<file path="src/rtl/fc_credit_tracker.sv">
// fc_credit_tracker: flow-control credit limits and consumed counters for P/NP/Cpl classes.
// Class index 0=P, 1=NP, 2=Cpl; infinite_mask holds hdr at bit 2c and data at bit 2c+1.
module fc_credit_tracker #(
  parameter int HDR_WIDTH  = 8,
  parameter int DCRD_WIDTH = 12
) (
  input  logic                  clk,
  input  logic                  rst_n,
  input  logic                  link_up,
  input  logic                  dllp_valid,
  input  logic [1:0]            dllp_type,
  input  logic [1:0]            dllp_class,
  input  logic [HDR_WIDTH-1:0]  dllp_hdr_fc,
  input  logic [DCRD_WIDTH-1:0] dllp_data_fc,
  input  logic                  tlp_sent,
  input  logic [1:0]            tlp_class,
  input  logic [DCRD_WIDTH-1:0] tlp_data_credits,
  output logic [HDR_WIDTH-1:0]  PH_credit_limit,
  output logic [HDR_WIDTH-1:0]  NPH_credit_limit,
  output logic [HDR_WIDTH-1:0]  CH_credit_limit,
  output logic [DCRD_WIDTH-1:0] PD_credit_limit,
  output logic [DCRD_WIDTH-1:0] NPD_credit_limit,
  output logic [DCRD_WIDTH-1:0] CD_credit_limit,
  output logic [HDR_WIDTH-1:0]  PH_consumed,
  output logic [HDR_WIDTH-1:0]  NPH_consumed,
  output logic [HDR_WIDTH-1:0]  CH_consumed,
  output logic [DCRD_WIDTH-1:0] PD_consumed,
  output logic [DCRD_WIDTH-1:0] NPD_consumed,
  output logic [DCRD_WIDTH-1:0] CD_consumed,
  output logic [5:0]            infinite_mask,
  output logic [1:0]            fc_state,
  output logic                  fc_init_done
);
  typedef enum logic [1:0] {IDLE = 2'b00, INIT1 = 2'b01, INIT2 = 2'b10, ACTIVE = 2'b11} state_e;
  state_e                       state_q, state_d;
  logic [2:0]                   seen_q, seen_d;
  logic [2:0][HDR_WIDTH-1:0]    hlim_q, hlim_d, hcon_q, hcon_d;
  logic [2:0][DCRD_WIDTH-1:0]   dlim_q, dlim_d, dcon_q, dcon_d;
  logic [5:0]                   inf_q, inf_d;
  logic                         done_q, done_d;
  logic                         dv, tv;
  logic [2:0]                   hi, di;
  assign dv = dllp_valid && dllp_type != 2'b11 && dllp_class != 2'b11;
  assign tv = tlp_sent && tlp_class != 2'b11 && state_q == ACTIVE;
  assign hi = {dllp_class, 1'b0};
  assign di = {dllp_class, 1'b1};
  always_comb begin
    state_d = state_q;
    seen_d  = seen_q;
    hlim_d  = hlim_q;
    dlim_d  = dlim_q;
    hcon_d  = hcon_q;
    dcon_d  = dcon_q;
    inf_d   = inf_q;
    if (!link_up) begin
      state_d = IDLE;
      seen_d  = '0;
      hlim_d  = '0;
      dlim_d  = '0;
      hcon_d  = '0;
      dcon_d  = '0;
      inf_d   = '0;
    end else begin
      if (state_q == IDLE) state_d = INIT1;
      // A zero field in InitFC1 advertises infinite credit; a later repeat may clear it again
      if (state_q == INIT1 && dv && dllp_type == 2'b00) begin
        hlim_d[dllp_class] = dllp_hdr_fc;
        dlim_d[dllp_class] = dllp_data_fc;
        inf_d[hi]          = dllp_hdr_fc == '0;
        inf_d[di]          = dllp_data_fc == '0;
        seen_d[dllp_class] = 1'b1;
        if (&seen_d) state_d = INIT2;
      end
      if (state_q == INIT2 && dv && dllp_type != 2'b00) state_d = ACTIVE;
      if (state_q == ACTIVE && dv && dllp_type == 2'b10) begin
        if (!inf_q[hi]) hlim_d[dllp_class] = dllp_hdr_fc;
        if (!inf_q[di]) dlim_d[dllp_class] = dllp_data_fc;
      end
      if (tv) begin
        hcon_d[tlp_class] = hcon_q[tlp_class] + HDR_WIDTH'(1);
        dcon_d[tlp_class] = dcon_q[tlp_class] + tlp_data_credits;
      end
    end
    done_d = state_d == ACTIVE;
  end
  always_ff @(posedge clk or negedge rst_n) begin
    if (!rst_n) begin
      state_q <= IDLE;
      seen_q  <= '0;
      hlim_q  <= '0;
      dlim_q  <= '0;
      hcon_q  <= '0;
      dcon_q  <= '0;
      inf_q   <= '0;
      done_q  <= 1'b0;
    end else begin
      state_q <= state_d;
      seen_q  <= seen_d;
      hlim_q  <= hlim_d;
      dlim_q  <= dlim_d;
      hcon_q  <= hcon_d;
      dcon_q  <= dcon_d;
      inf_q   <= inf_d;
      done_q  <= done_d;
    end
  end
  assign PH_credit_limit  = hlim_q[0];
  assign NPH_credit_limit = hlim_q[1];
  assign CH_credit_limit  = hlim_q[2];
  assign PD_credit_limit  = dlim_q[0];
  assign NPD_credit_limit = dlim_q[1];
  assign CD_credit_limit  = dlim_q[2];
  assign PH_consumed      = hcon_q[0];
  assign NPH_consumed     = hcon_q[1];
  assign CH_consumed      = hcon_q[2];
  assign PD_consumed      = dcon_q[0];
  assign NPD_consumed     = dcon_q[1];
  assign CD_consumed      = dcon_q[2];
  assign infinite_mask    = inf_q;
  assign fc_state         = state_q;
  assign fc_init_done     = done_q;
endmodule
</file>
<file path="config.mk">
export PLATFORM = sky130hd
export DESIGN_NAME = fc_credit_tracker
export DESIGN_NICKNAME = d
export VERILOG_FILES = /design/src/rtl/fc_credit_tracker.sv
export SDC_FILE = /design/constraint.sdc
export NUM_CORES = 1
export LEC_CHECK = 0
export CORE_ASPECT_RATIO = 1.1
export CORE_MARGIN = 4
export CORE_UTILIZATION = 37
export DETAILED_ROUTE_END_ITERATION = 8
export PLACE_DENSITY = 0.65
export SYNTH_ARGS = -nofsm -noshare
export SYNTH_HDL_FRONTEND = slang
export SYNTH_SLANG_ARGS = --single-unit
</file>
<file path="constraint.sdc">
create_clock -name clk -period 2.2 [get_ports clk]
set_input_delay 0.66 -clock clk [delete_from_list [all_inputs] [get_ports clk]]
set_output_delay 0.66 -clock clk [all_outputs]
set_load 0.02 [all_outputs]
</file>
; Word level (Yosys, flattened, before mapping)
; Cells that the tools add are included.
[word_totals]
register_bits = 132
inputBits = 43
out_inout_bits = 129
elab_cells = 110
[classes]
n_addsub = 2
order_cmp = 8
eq_ne = 10
n_mux = 53
n_bitwise = 1
reduce_logical = 20
[ops]
columns = op, count
row1 = 36-bit two-way mux, 7
row2 = 24-bit two-way mux, 7
row3 = 36-bit bitwise mux, 3
row4 = 24-bit bitwise mux, 3
row5 = 12-bit demux with 2-bit select, 2
row6 = 12-bit two-way mux, 3
row7 = 8-bit demux with 2-bit select, 2
row8 = 12-bit binary-select mux with 2-bit select, 1
row9 = 8-bit two-way mux, 3
row10 = 8-bit binary-select mux with 2-bit select, 1
row11 = 1-bit logical AND, 14
row12 = 12-bit adder, 1
row13 = 6-bit bitwise mux, 2
row14 = 12-bit logical NOT, 1
row15 = 6-bit two-way mux, 2
row16 = 2-bit two-way mux, 5
row17 = 8-bit by 1-bit adder with 8-bit output (second input constant), 1
row18 = 2-bit == test (second input constant), 4
row19 = 8-bit logical NOT, 1
row20 = 3-bit by 4-bit < comparator with 1-bit output (second input constant), 2
row21 = 1-bit demux with 2-bit select, 3
row22 = 3-bit by 1-bit greater-or-equal comparator with 1-bit output (second input constant), 2
row23 = 2-bit by 3-bit < comparator with 1-bit output (second input constant), 2
row24 = 3-bit two-way mux, 2
row25 = 10 further kinds, 20

; Longest topological paths before layout
; Gate-level depths: netlist of run 1.
[depth]
word_depth = 11
ltp_mapped = 13
ltp_nobuf = 10

; Least setup slack after synthesis of run 1
; Ideal clock, no wire load.
[synth_path]
kind = in2reg
startpoint = in tlp_class[1]
endpoint = reg dcon_q, in the netlist CD_consumed[9]
setup_time_ps = 143
arrival_ps = 3295
t_required_ps = 2057
path_slack_ps = -1237
path_stages = 11
path_buffers = 3
cell_sequence = buf_2 -> buf_2 -> buf_1 -> mux2i_1 -> o21ai_0 -> ha_1 -> a21o_1 -> and4_1 -> o21a_1 -> o311ai_0 -> o21ai_0
[synth_via]
elab_chain_len = 7
elab_cells_between_ends = 15
cone_classes = add/sub: 1 / order compare: 2 / eq/ne: 2 / mux: 7 / reduce/logical: 3
[synth_rtl]
columns = element, line
row1 = from (decl), 16  ; input logic [1:0] tlp_class,
row2 = "parallel branches: the longest is 7 deep, another holds 12-bit adder", -
row3 = to (signal assigned), 102  ; dcon_q <= dcon_d;
row4 = to (decl), 38  ; logic [2:0][DCRD_WIDTH-1:0] dlim_q, dlim_d, dcon_q, dcon_d;
; Several ways; the timed one is not identified. The select of a mux whose other input is x is not followed.
; A chain may end at the register's enable or synchronous reset.

; Worst setup path after layout of run 1
[layout_path]
startpoint = in tlp_class[1]
endpoint = reg dcon_q, in the netlist CD_consumed[8]
; Same word-level chain as after synthesis.

==> results.sh, run 1 <==
export IMPL_startpoint_type="primary input"
export IMPL_syn_instance_count=664
export IMPL_drtPass1Iterations=5
export IMPL_place_congestion=0.8655
export IMPL_die_h_um=151.9
export IMPL_antenna_found_initial=0
export IMPL_placed_area_mm2=0.009794
export IMPL_finalMaxSlewViolations=0
export IMPL_grt_pass1_wl_um=36840
export IMPL_power_density_mw_per_mm2=542.4
export IMPL_cts_tree="done"
export IMPL_ir_drop_uv=447.8
export IMPL_layout_nets=998
export IMPL_max_stage_delay_ns=0.39
export IMPL_dpl_hpwl_um=15970
export IMPL_first_iter_violations=391
export IMPL_clock_path_buffers=2
export IMPL_dieArea_mm2=0.02108
export IMPL_layout_commonest_cell="clkdlybuf4s50_1"
export IMPL_slowest_stage="or3_4"
export IMPL_async_reset_ff_frac=1.000
export IMPL_grt_max_degree=66
export IMPL_cts_hold_buf=0
export IMPL_ys_seq_elements=132
export IMPL_ys_seq_area_frac=0.4745
export IMPL_hold_viol=0
export IMPL_std_cell_rows=52
export IMPL_grt_setup_unrepaired="true"
export IMPL_cap_viol_max_count=0
export IMPL_syn_to_final_growth_pct=56.38
export IMPL_cts_buffers=17
export IMPL_syn_nets=720
export IMPL_critPathRequiredTime_ns=2.54
export IMPL_criticalPathCategory="in2reg"
export IMPL_routedWlPerCell_um=19.13
export IMPL_yosysUniqueCellTypes=56
export IMPL_worstHoldPathType="in2async"
export IMPL_start_util=0.3768
export IMPL_crit_chain="buf_12 > buf_12 > buf_4 > mux2i_1 > o21ai_1 > ha_1 > o21ai_1 > o21ba_4 > buf_6 > or3_4 > a31oi_1"
export IMPL_finClkSkew_ns=0.008079
export IMPL_vias=6413
export IMPL_netlist_area_mm2=0.006962
export IMPL_finalWorstSetupSlack_ns=-0.1748
export IMPL_grt_pass1_vias=6836
export IMPL_setup_viol=18
export IMPL_cp_data_arrival_time_ns=2.72
export IMPL_wirelength_um=22940
export IMPL_slew_headroom=0.7019
export IMPL_ioPinCount=172
export IMPL_ant_nets=0
export IMPL_synth_warnings=0
export IMPL_worst_pin_slew_ns=0.4441
export IMPL_drc_errors=0
export IMPL_clkTransAtPathRegs_ns=0.06
export IMPL_status="finished, violations left"
export IMPL_portBuffers=171
export IMPL_layout_min_cycle_time_ns=2.375
export IMPL_fmax_mhz=421.1
export IMPL_cts_sinks=132
export IMPL_die_w_um=138.8
export IMPL_overflow=0
export IMPL_p_leak_nw=4.552
export IMPL_min_period_over_period=1.079
export IMPL_cp_max_fo=7
export IMPL_clock_latency_ns=0.42
export IMPL_layout_drive_gt1_share=0.2293
export IMPL_synth_edf_count=0
export IMPL_ys_flop_type="dfrtp_1"
export IMPL_ctsHtreeMaxLevel=4
export IMPL_violations="negative setup slack"
export IMPL_layout_common_cells="clkdlybuf4s50_1 (157), dfrtp_1 (132), buf_4 (110)"
export IMPL_track_usage=0.2154
export IMPL_avgSynthCellArea_um2=10.48
export IMPL_viasPerCell=5.349
export IMPL_coreArea_mm2=0.01848
export IMPL_endpoint_kind="register"
export IMPL_fin_util=0.5892
export IMPL_cts_root_buf="clkbuf_16"
export IMPL_fin_area_mm2=0.01089
-- layout make-up --
type / count / area [um^2]
Clock inverter: 14 / 176.4
Inverter: 8 / 30.03
Antenna cell: 1 / 2.502
Multi-Input combinational cell: 482 / 3719
Timing Repair Buffer: 301 / 2923
Tap cell: 243 / 304.0
Sequential cell: 132 / 3303
Clock buffer: 18 / 429.2
Fill cell: 1551 / 7591
-- timing repair --
| item | CTS | global route |
|---|---|---|
| pin swaps | 21 | 18 |
| cloned | 3 | 0 |
| resized for setup | 58 | 31 |
| buffers inserted | 15 | 12 |
| setup endpoints to repair | 116 | 59 |
-- kinds of logic after synthesis --
| group | synth area share |
|---|---|
| multiplexers | 0.1310 |
| XOR/XNOR | 0.01384 |
| AO/OA/AOI/OAI | 0.1479 |
| flip-flops | 0.4745 |
| adder cells (fa/ha/maj) | 0.02444 |
| AND/OR/NAND/NOR | 0.1743 |
| buffers and inverters | 0.03397 |
-- synthesized netlist by cell type (2+ instances only) --
master / instances / area [um^2]
nand3b_1: 4 / 30.03
o21ai_0: 35 / 175.2
buf_6: 2 / 22.52
nor3_1: 2 / 10.01
o2bb2ai_1: 8 / 70.07
o211ai_1: 6 / 45.04
and2_1: 2 / 12.51
mux2i_1: 90 / 900.9
ha_1: 12 / 150.1
or3_1: 3 / 18.77
buf_2: 5 / 25.02
nor4_1: 3 / 18.77
nand4_1: 2 / 12.51
nand2_1: 75 / 281.5
nor2_1: 10 / 37.54
and3_1: 2 / 12.51
clkbuf_8: 2 / 27.53
clkbuf_1: 28 / 105.1
nand3_1: 45 / 225.2
buf_4: 2 / 15.01
buf_1: 3 / 11.26
a31oi_1: 6 / 37.54
inv_1: 8 / 30.03
o22ai_1: 4 / 25.02
xnor2_1: 4 / 35.03
nor2b_1: 67 / 419.2
a21boi_0: 23 / 172.7
o21a_1: 4 / 30.03
a21o_1: 6 / 45.04
o211a_1: 3 / 30.03
o2111ai_1: 8 / 70.07
or4_1: 5 / 37.54
dfrtp_1: 132 / 3303
a21oi_1: 8 / 40.04
xor2_1: 7 / 61.31
a211o_1: 3 / 26.28
o311ai_0: 9 / 78.83
o31ai_1: 3 / 22.52
a2111oi_4: 4 / 110.1
nand4b_1: 3 / 26.28
-- worst paths after layout --
check	from	to	slack [ns]	depth (start not counted)
setup reg to reg	CD_consumed[0]$_DFFE_PN0P_	PD_consumed[10]$_DFFE_PN0P_	-0.15	9
hold reg to reg	NPH_credit_limit[2]$_DFF_PN0_	NPH_credit_limit[2]$_DFF_PN0_	0.54	2
min in group clk	NPH_credit_limit[2]$_DFF_PN0_	NPH_credit_limit[2]$_DFF_PN0_	0.54	2
max in group asynchronous	rst_n	NPD_consumed[3]$_DFFE_PN0P_	1.48	2
setup / recovery	tlp_class[1]	CD_consumed[8]$_DFFE_PN0P_	-0.17	11
hold / removal	rst_n	PH_credit_limit[7]$_DFF_PN0_	0.13	1
-- through the flow --
| stage | hold WS (ns) | TNS [ns] | cells | setup slack [ns] | total power, mW |
|---|---|---|---|---|---|
| after CTS | 0.1141 | -0.7023 | 1188 | -0.1108 | 5.926 |
| after floorplan | 0.3644 | -15.47 | 664 | -0.5422 | 2.692 |
| after detailed placement | 0.5335 | -88.26 | 1138 | -1.183 | 2.954 |
| after global placement | 0.5168 | -81.08 | 1138 | -1.095 | 2.944 |
| after global routing | 0.1172 | -3.712 | 1198 | -0.2705 | 6.116 |
| final | 0.1260 | -1.608 | 1199 | -0.1748 | 5.905 |
-- state kept, by name, indices dropped and copies added (netlist names), 3 cells and up --
register,cells
PD_consumed,12
NPD_credit_limit,12
CD_credit_limit,12
NPD_consumed,12
NPH_credit_limit,8
NPH_consumed,8
CD_consumed,12
CH_credit_limit,8
CH_consumed,8
PH_consumed,8
PD_credit_limit,12
seen_q,3
PH_credit_limit,8
infinite_mask,6
-- worst max-delay path: cells and delay by family --
family	cells	cell delay [ns]
mux	1	0.17
fa+ha+maj	1	0.32
compound gates	4	0.67
buf+inv	4	0.50
simple gates	1	0.39
-- report_power, final --
part           switching [mW]  internal [mW]
Sequential            0.00496           2.44
Clock                    1.14           1.79
Combinational           0.269          0.257
Total                    1.42           4.49
-- per-layer routing --
metal  routed length, um  GRT usage
met1                9135     0.2574
met5                   0          0
met4                 468    0.06431
met3                1974    0.07859
met2               11360     0.3647
Power figures use the tool's default switching activity.
==> run 2: changes to the inputs <==
- CORE_UTILIZATION: 37 -> 45
- PLACE_DENSITY: 0.65 -> 0.77
==> results.sh, run 2 (same netlist as run 1, synthesis figures left out) <==
export IMPL_endpoint_kind="register"
export IMPL_cts_sinks=132
export IMPL_routedWlPerCell_um=19.57
export IMPL_criticalPathCategory="in2reg"
export IMPL_layout_common_cells="clkdlybuf4s50_1 (159), dfrtp_1 (132), buf_4 (110)"
export IMPL_p_leak_nw=4.409
export IMPL_startpoint="tlp_class[1]"
export IMPL_coreArea_mm2=0.01511
export IMPL_grt_max_degree=57
export IMPL_dieArea_mm2=0.01753
export IMPL_slowest_stage="o311ai_4"
export IMPL_critPathRequiredTime_ns=2.49
export IMPL_start_util=0.4606
export IMPL_layout_drive_gt1_share=0.2250
export IMPL_setup_viol=17
export IMPL_layout_nets=994
export IMPL_first_iter_violations=382
export IMPL_grt_setup_unrepaired="true"
export IMPL_ant_nets=0
export IMPL_placed_area_mm2=0.009743
export IMPL_grt_pass1_wl_um=34980
export IMPL_crit_family="compound AO/OA/AOI/OAI gates"
export IMPL_cts_hold_buf=0
export IMPL_power_mw=5.768
export IMPL_ioPinCount=172
export IMPL_cp_num_buf_inv=2
export IMPL_syn_to_final_growth_pct=54.13
export IMPL_portBuffers=171
export IMPL_layout_min_cycle_time_ns=2.337
export IMPL_track_usage=0.2488
export IMPL_finalWorstSetupSlack_ns=-0.1373
export IMPL_status="finished, violations left"
export IMPL_grt_pass1_vias=6771
export IMPL_finalMaxSlewViolations=0
export IMPL_fmax_mhz=427.8
export IMPL_cts_buffers=17
export IMPL_violations="negative setup slack"
export IMPL_drtPass1Iterations=5
export IMPL_fin_area_mm2=0.01073
export IMPL_clock_path_buffers=2
export IMPL_std_cell_rows=47
export IMPL_r2r_slack_ns=-0.10
export IMPL_slew_headroom=0.6577
export IMPL_dpl_hpwl_um=15550
export IMPL_die_w_um=126.6
export IMPL_overflow=0
export IMPL_multi_input_area_mm2=0.003727
export IMPL_worst_pin_slew_ns=0.5134
export IMPL_min_period_over_period=1.062
export IMPL_place_ws_ns=-1.197
export IMPL_cts_root_buf="clkbuf_16"
export IMPL_vias=6444
export IMPL_die_h_um=138.5
export IMPL_crit_chain="buf_12 > buf_6 > mux2i_4 > o21ai_4 > ha_1 > a21o_1 > and4_4 > o21a_4 > o311ai_4 > o21ai_1"
export IMPL_place_congestion=0.9246
export IMPL_max_stage_delay_ns=0.33
export IMPL_clkTransAtPathRegs_ns=0.06
export IMPL_r2r_start="CD_consumed[0]$_DFFE_PN0P_"
export IMPL_seq_area_mm2=0.003303
export IMPL_r2r_end="PD_consumed[10]$_DFFE_PN0P_"
export IMPL_antenna_cells=0
export IMPL_wirelength_um=22450
export IMPL_hold_viol=0
export IMPL_clock_latency_ns=0.43
export IMPL_layout_commonest_cell="clkdlybuf4s50_1"
export IMPL_ir_drop_uv=465.8
export IMPL_cts_tree="done"
export IMPL_antenna_found_initial=0
export IMPL_ctsHtreeMaxLevel=4
export IMPL_startpoint_type="primary input"
export IMPL_viasPerCell=5.618
export IMPL_worstHoldPathType="in2async"
export IMPL_cp_max_fo=6
export IMPL_fillers=1048
export IMPL_cap_viol_max_count=0
export IMPL_worstRegToRegCells=9
export IMPL_finClkSkew_ns=0.01107
export IMPL_power_density_mw_per_mm2=537.5
export IMPL_cp_data_arrival_time_ns=2.63
export IMPL_drc_errors=0
[run 2: cell count changes in the layout (fill, tap and decap cells not counted), sizes merged]
cell / before / now
clkdlybuf4s18: 0 / 1
clkdlybuf4s50: 157 / 159
clkdlybuf4s15: 0 / 2
clkinvlp: 2 / 7
diode: 1 / 0
dlymetal6s2s: 5 / 2
clkbuf: 19 / 17
bufinv: 3 / 2
buf: 134 / 129
clkinv: 6 / 3
[run 2: layout make-up]
cell class | instances | area share
multi-input combinational | 482 | 0.3474
sequential | 132 | 0.3078
timing repair buffer | 297 | 0.2648
clock buffer | 17 | 0.03965
tap | 196 | 0.02285
clock inverter | 15 | 0.01469
inverter | 8 | 0.002799
[run 2: report_power, final]
part           switching [mW]  internal (mW)
logic                   0.264          0.240
registers             0.00569           2.44
clock network            1.15           1.67
total                    1.42           4.35
[run 2: metrics by stage]
step / instances / TNS [ns] / hold WS, ns / util
3_5_place_dp: 1097 / -89.62 / 0.5306 / 0.6447
5_1_grt: 1147 / -2.473 / 0.1943 / 0.7100
2_1_floorplan: 664 / -15.47 / 0.3644 / -
3_3_place_gp: 1097 / -81.40 / 0.5166 / 0.6447
6_report: 1147 / -1.025 / 0.1690 / 0.7100
4_1_cts: 1139 / -0.7029 / 0.1763 / 0.6976
[run 2: per-layer routing]
| metal | track usage | share of wire |
|---|---|---|
| met1 | 0.2970 | 0.39 |
| met5 | 0 | 0 |
| met2 | 0.4178 | 0.50 |
| met3 | 0.09336 | 0.091 |
| met4 | 0.07566 | 0.014 |
[run 2: worst max path at each step]
stage | end | cells after the start | slack, ns
2_1_floorplan | CD_consumed[10]$_DFFE_PN0P_ | 11 | -0.54
4_1_cts | NPD_consumed[10]$_DFFE_PN0P_ | 9 | -0.11
5_1_grt | PD_consumed[7]$_DFFE_PN0P_ | 11 | -0.17
6_report | PD_consumed[7]$_DFFE_PN0P_ | 10 | -0.14
3_3_place_gp | CD_consumed[9]$_DFFE_PN0P_ | 10 | -1.12
3_5_place_dp | CD_consumed[9]$_DFFE_PN0P_ | 10 | -1.20
[run 2: timing repair]
action	in CTS	in global routing
setup endpoints to repair	98	48
hold endpoints to repair	0	0
gates resized for setup	48	31
pin swaps	12	24
buffers inserted	9	8
cloned	1	0
==> run 3: changes to the inputs <==
- CELL_PAD_IN_SITES_DETAIL_PLACEMENT: not set -> 1
- CELL_PAD_IN_SITES_GLOBAL_PLACEMENT: not set -> 1
- CORE_UTILIZATION: 45 -> 35
- PLACE_DENSITY: 0.77 -> not set
- PLACE_DENSITY_LB_ADDON: not set -> 0.1
==> results.sh, run 3 (same netlist as run 1, synthesis figures left out) <==
export IMPL_wirelength_um=26310
export IMPL_r2r_end="PD_consumed[10]$_DFFE_PN0P_"
export IMPL_combPwrFrac=0.096
export IMPL_clock_path_buffers=2
export IMPL_grt_pass1_vias=7408
export IMPL_cp_data_arrival_time_ns=2.76
export IMPL_worstHoldPathType="in2async"
export IMPL_overflow=0
export IMPL_endpoint_kind="register"
export IMPL_first_iter_violations=225
export IMPL_fin_hold_ws_ns=0.1432
export IMPL_cp_max_fo=5
export IMPL_finClkSkew_ns=0.008474
export IMPL_slowest_stage="mux2_4"
export IMPL_power_frac_clock=0.479
export IMPL_hold_viol=0
export IMPL_criticalPathCategory="in2reg"
export IMPL_startpoint="tlp_class[1]"
export IMPL_dieArea_mm2=0.02221
export IMPL_dr_wl_met2_um=13950
export IMPL_highest_layer="met4"
export IMPL_std_cell_rows=53
export IMPL_drc_errors=0
export IMPL_grt_pass1_wl_um=41140
export IMPL_layout_nets=1006
export IMPL_r2r_start="CD_consumed[0]$_DFFE_PN0P_"
export IMPL_track_usage=0.2353
export IMPL_dpl_hpwl_um=17610
export IMPL_fin_area_mm2=0.01106
export IMPL_ir_drop_uv=524.8
export IMPL_crit_top_cell="buf_6"
export IMPL_cts_tree="done"
export IMPL_worstRegToRegCells=9
export IMPL_drtPass1Iterations=4
export IMPL_die_h_um=155.9
export IMPL_setup_viol=24
export IMPL_clock_latency_ns=0.43
export IMPL_crit_family="compound AO/OA/AOI/OAI gates"
export IMPL_status="finished, violations left"
export IMPL_layout_common_cells="clkdlybuf4s50_1 (158), dfrtp_1 (131), buf_4 (109)"
export IMPL_ctsHtreeMaxLevel=4
export IMPL_routedWlPerCell_um=21.72
export IMPL_grt_max_degree=72
export IMPL_coreArea_mm2=0.01936
export IMPL_intPower_mw=4.269
export IMPL_worst_pin_slew_ns=0.5095
export IMPL_violations="negative setup slack"
export IMPL_fmax_mhz=411.1
export IMPL_grt_setup_unrepaired="true"
export IMPL_max_stage_delay_ns=0.33
export IMPL_r2r_slack_ns=-0.19
export IMPL_routed_wl_met3_um=1372
export IMPL_drt_met1_wl_um=10390
export IMPL_slew_headroom=0.6603
export IMPL_crit_path_end="CD_consumed[10]$_DFFE_PN0P_"
export IMPL_start_util=0.3595
export IMPL_seqPwrFrac=0.424
export IMPL_vias=6509
export IMPL_cp_num_buf_inv=3
export IMPL_antenna_found_initial=1
export IMPL_layout_drive_gt1_share=0.2586
export IMPL_portBuffers=171
export IMPL_ioPinCount=172
export IMPL_power_mw=5.752
export IMPL_critPathRequiredTime_ns=2.53
export IMPL_cts_buffers=17
export IMPL_cts_sinks=132
export IMPL_placed_area_mm2=0.009848
export IMPL_place_ws_ns=-1.206
export IMPL_cap_viol_max_count=0
export IMPL_ant_nets=0
export IMPL_startpoint_type="primary input"
export IMPL_syn_to_final_growth_pct=58.93
export IMPL_place_congestion=0.8445
export IMPL_finalMaxSlewViolations=0
export IMPL_layout_min_cycle_time_ns=2.432
export IMPL_crit_chain="buf_12 > buf_6 > nor2b_4 > buf_6 > nand2_1 > o21ai_1 > ha_1 > a21o_1 > a21oi_4 > o21bai_1 > mux2_4 > o31ai_2"
export IMPL_switching_share=0.2579
export IMPL_finalWorstSetupSlack_ns=-0.2323
export IMPL_cp_depth=12
export IMPL_layout_commonest_cell="clkdlybuf4s50_1"
export IMPL_cts_hold_buf=0
export IMPL_viasPerCell=5.375
export IMPL_die_w_um=142.5
export IMPL_p_leak_nw=4.535
export IMPL_p_sw_mw=1.484
export IMPL_clkTransAtPathRegs_ns=0.06
export IMPL_cts_root_buf="clkbuf_16"
export IMPL_power_density_mw_per_mm2=519.9
export IMPL_min_period_over_period=1.106
-- run 3: cell count changes in the layout (fill, tap and decap cells not counted), moves of 3 or more --
| cell | change |
|---|---|
| a21boi_0 | -4 |
| a21boi_2 | +4 |
| buf_12 | +4 |
| buf_6 | +7 |
| dlygate4sd2_1 | +3 |
| ha_1 | -4 |
| o21ai_0 | -3 |
| o21ai_2 | +3 |
-- run 3: routing by layer --
layer  up-vias  global-route usage
met4         0             0.09688
met1      3337              0.2660
li1       2968                   -
met5         -                   0
met2       168              0.4221
met3        36             0.05763
-- run 3: repair_timing --
action                                  4_1_cts  5_1_grt
pin swaps                                    31       37
gates resized for setup                      68       49
endpoints found under the hold margin         0        0
buffers inserted                             14       15
endpoints found under the setup margin      111       40
gates cloned                                  3        0
-- run 3: how the worst min path moves through the flow --
stage / startpoint / endpoint / slack, ns
detailed placement: infinite_mask[5]$_DFFE_PN0P_ / infinite_mask[5]$_DFFE_PN0P_ / 0.54
floorplan: rst_n / CD_consumed[0]$_DFFE_PN0P_ / 0.36
global route: rst_n / NPD_consumed[2]$_DFFE_PN0P_ / 0.16
CTS: rst_n / CD_consumed[2]$_DFFE_PN0P_ / 0.14
global placement: seen_q[2]$_DFFE_PN0P_ / seen_q[2]$_DFFE_PN0P_ / 0.52
finish: rst_n / CD_consumed[2]$_DFFE_PN0P_ / 0.14
-- run 3: cell type report --
class | instances | area (um^2)
sequential | 132 | 3304
tap | 247 | 309.0
timing repair buffer | 308 | 2982
clock buffer | 19 | 432.9
clock inverter | 13 | 125.1
antenna | 1 | 2.502
multi-input combinational | 483 | 3879
fill | 2069 | 8299
inverter | 8 | 30.03
-- run 3: worst reg2reg max path: cells and delay by family, from the launching register on --
| kind | cells | cell delay [ns] |
|---|---|---|
| compound gates | 5 | 0.83 |
| fa+ha+maj | 2 | 0.57 |
| mux | 2 | 0.47 |
| flops | 1 | 0.40 |
-- run 3: stage by stage --
| step | util | cells | TNS (ns) |
|---|---|---|---|
| global route | 0.5714 | 1211 | -5.162 |
| CTS | 0.5551 | 1197 | -1.938 |
| finish | 0.5714 | 1211 | -3.048 |
| detailed placement | 0.5086 | 1148 | -84.85 |
| global placement | 0.5086 | 1148 | -75.85 |
| floorplan | - | 664 | -15.47 |
-- run 3: power groups by stage --
stage	clock [mW]	sequential, mW	combinational, mW
2_1_floorplan	0	2.49	0.198
3_3_place_gp	0	2.49	0.466
3_5_place_dp	0	2.49	0.481
4_1_cts	2.83	2.44	0.521
5_1_grt	2.95	2.44	0.591
6_report	2.76	2.44	0.553
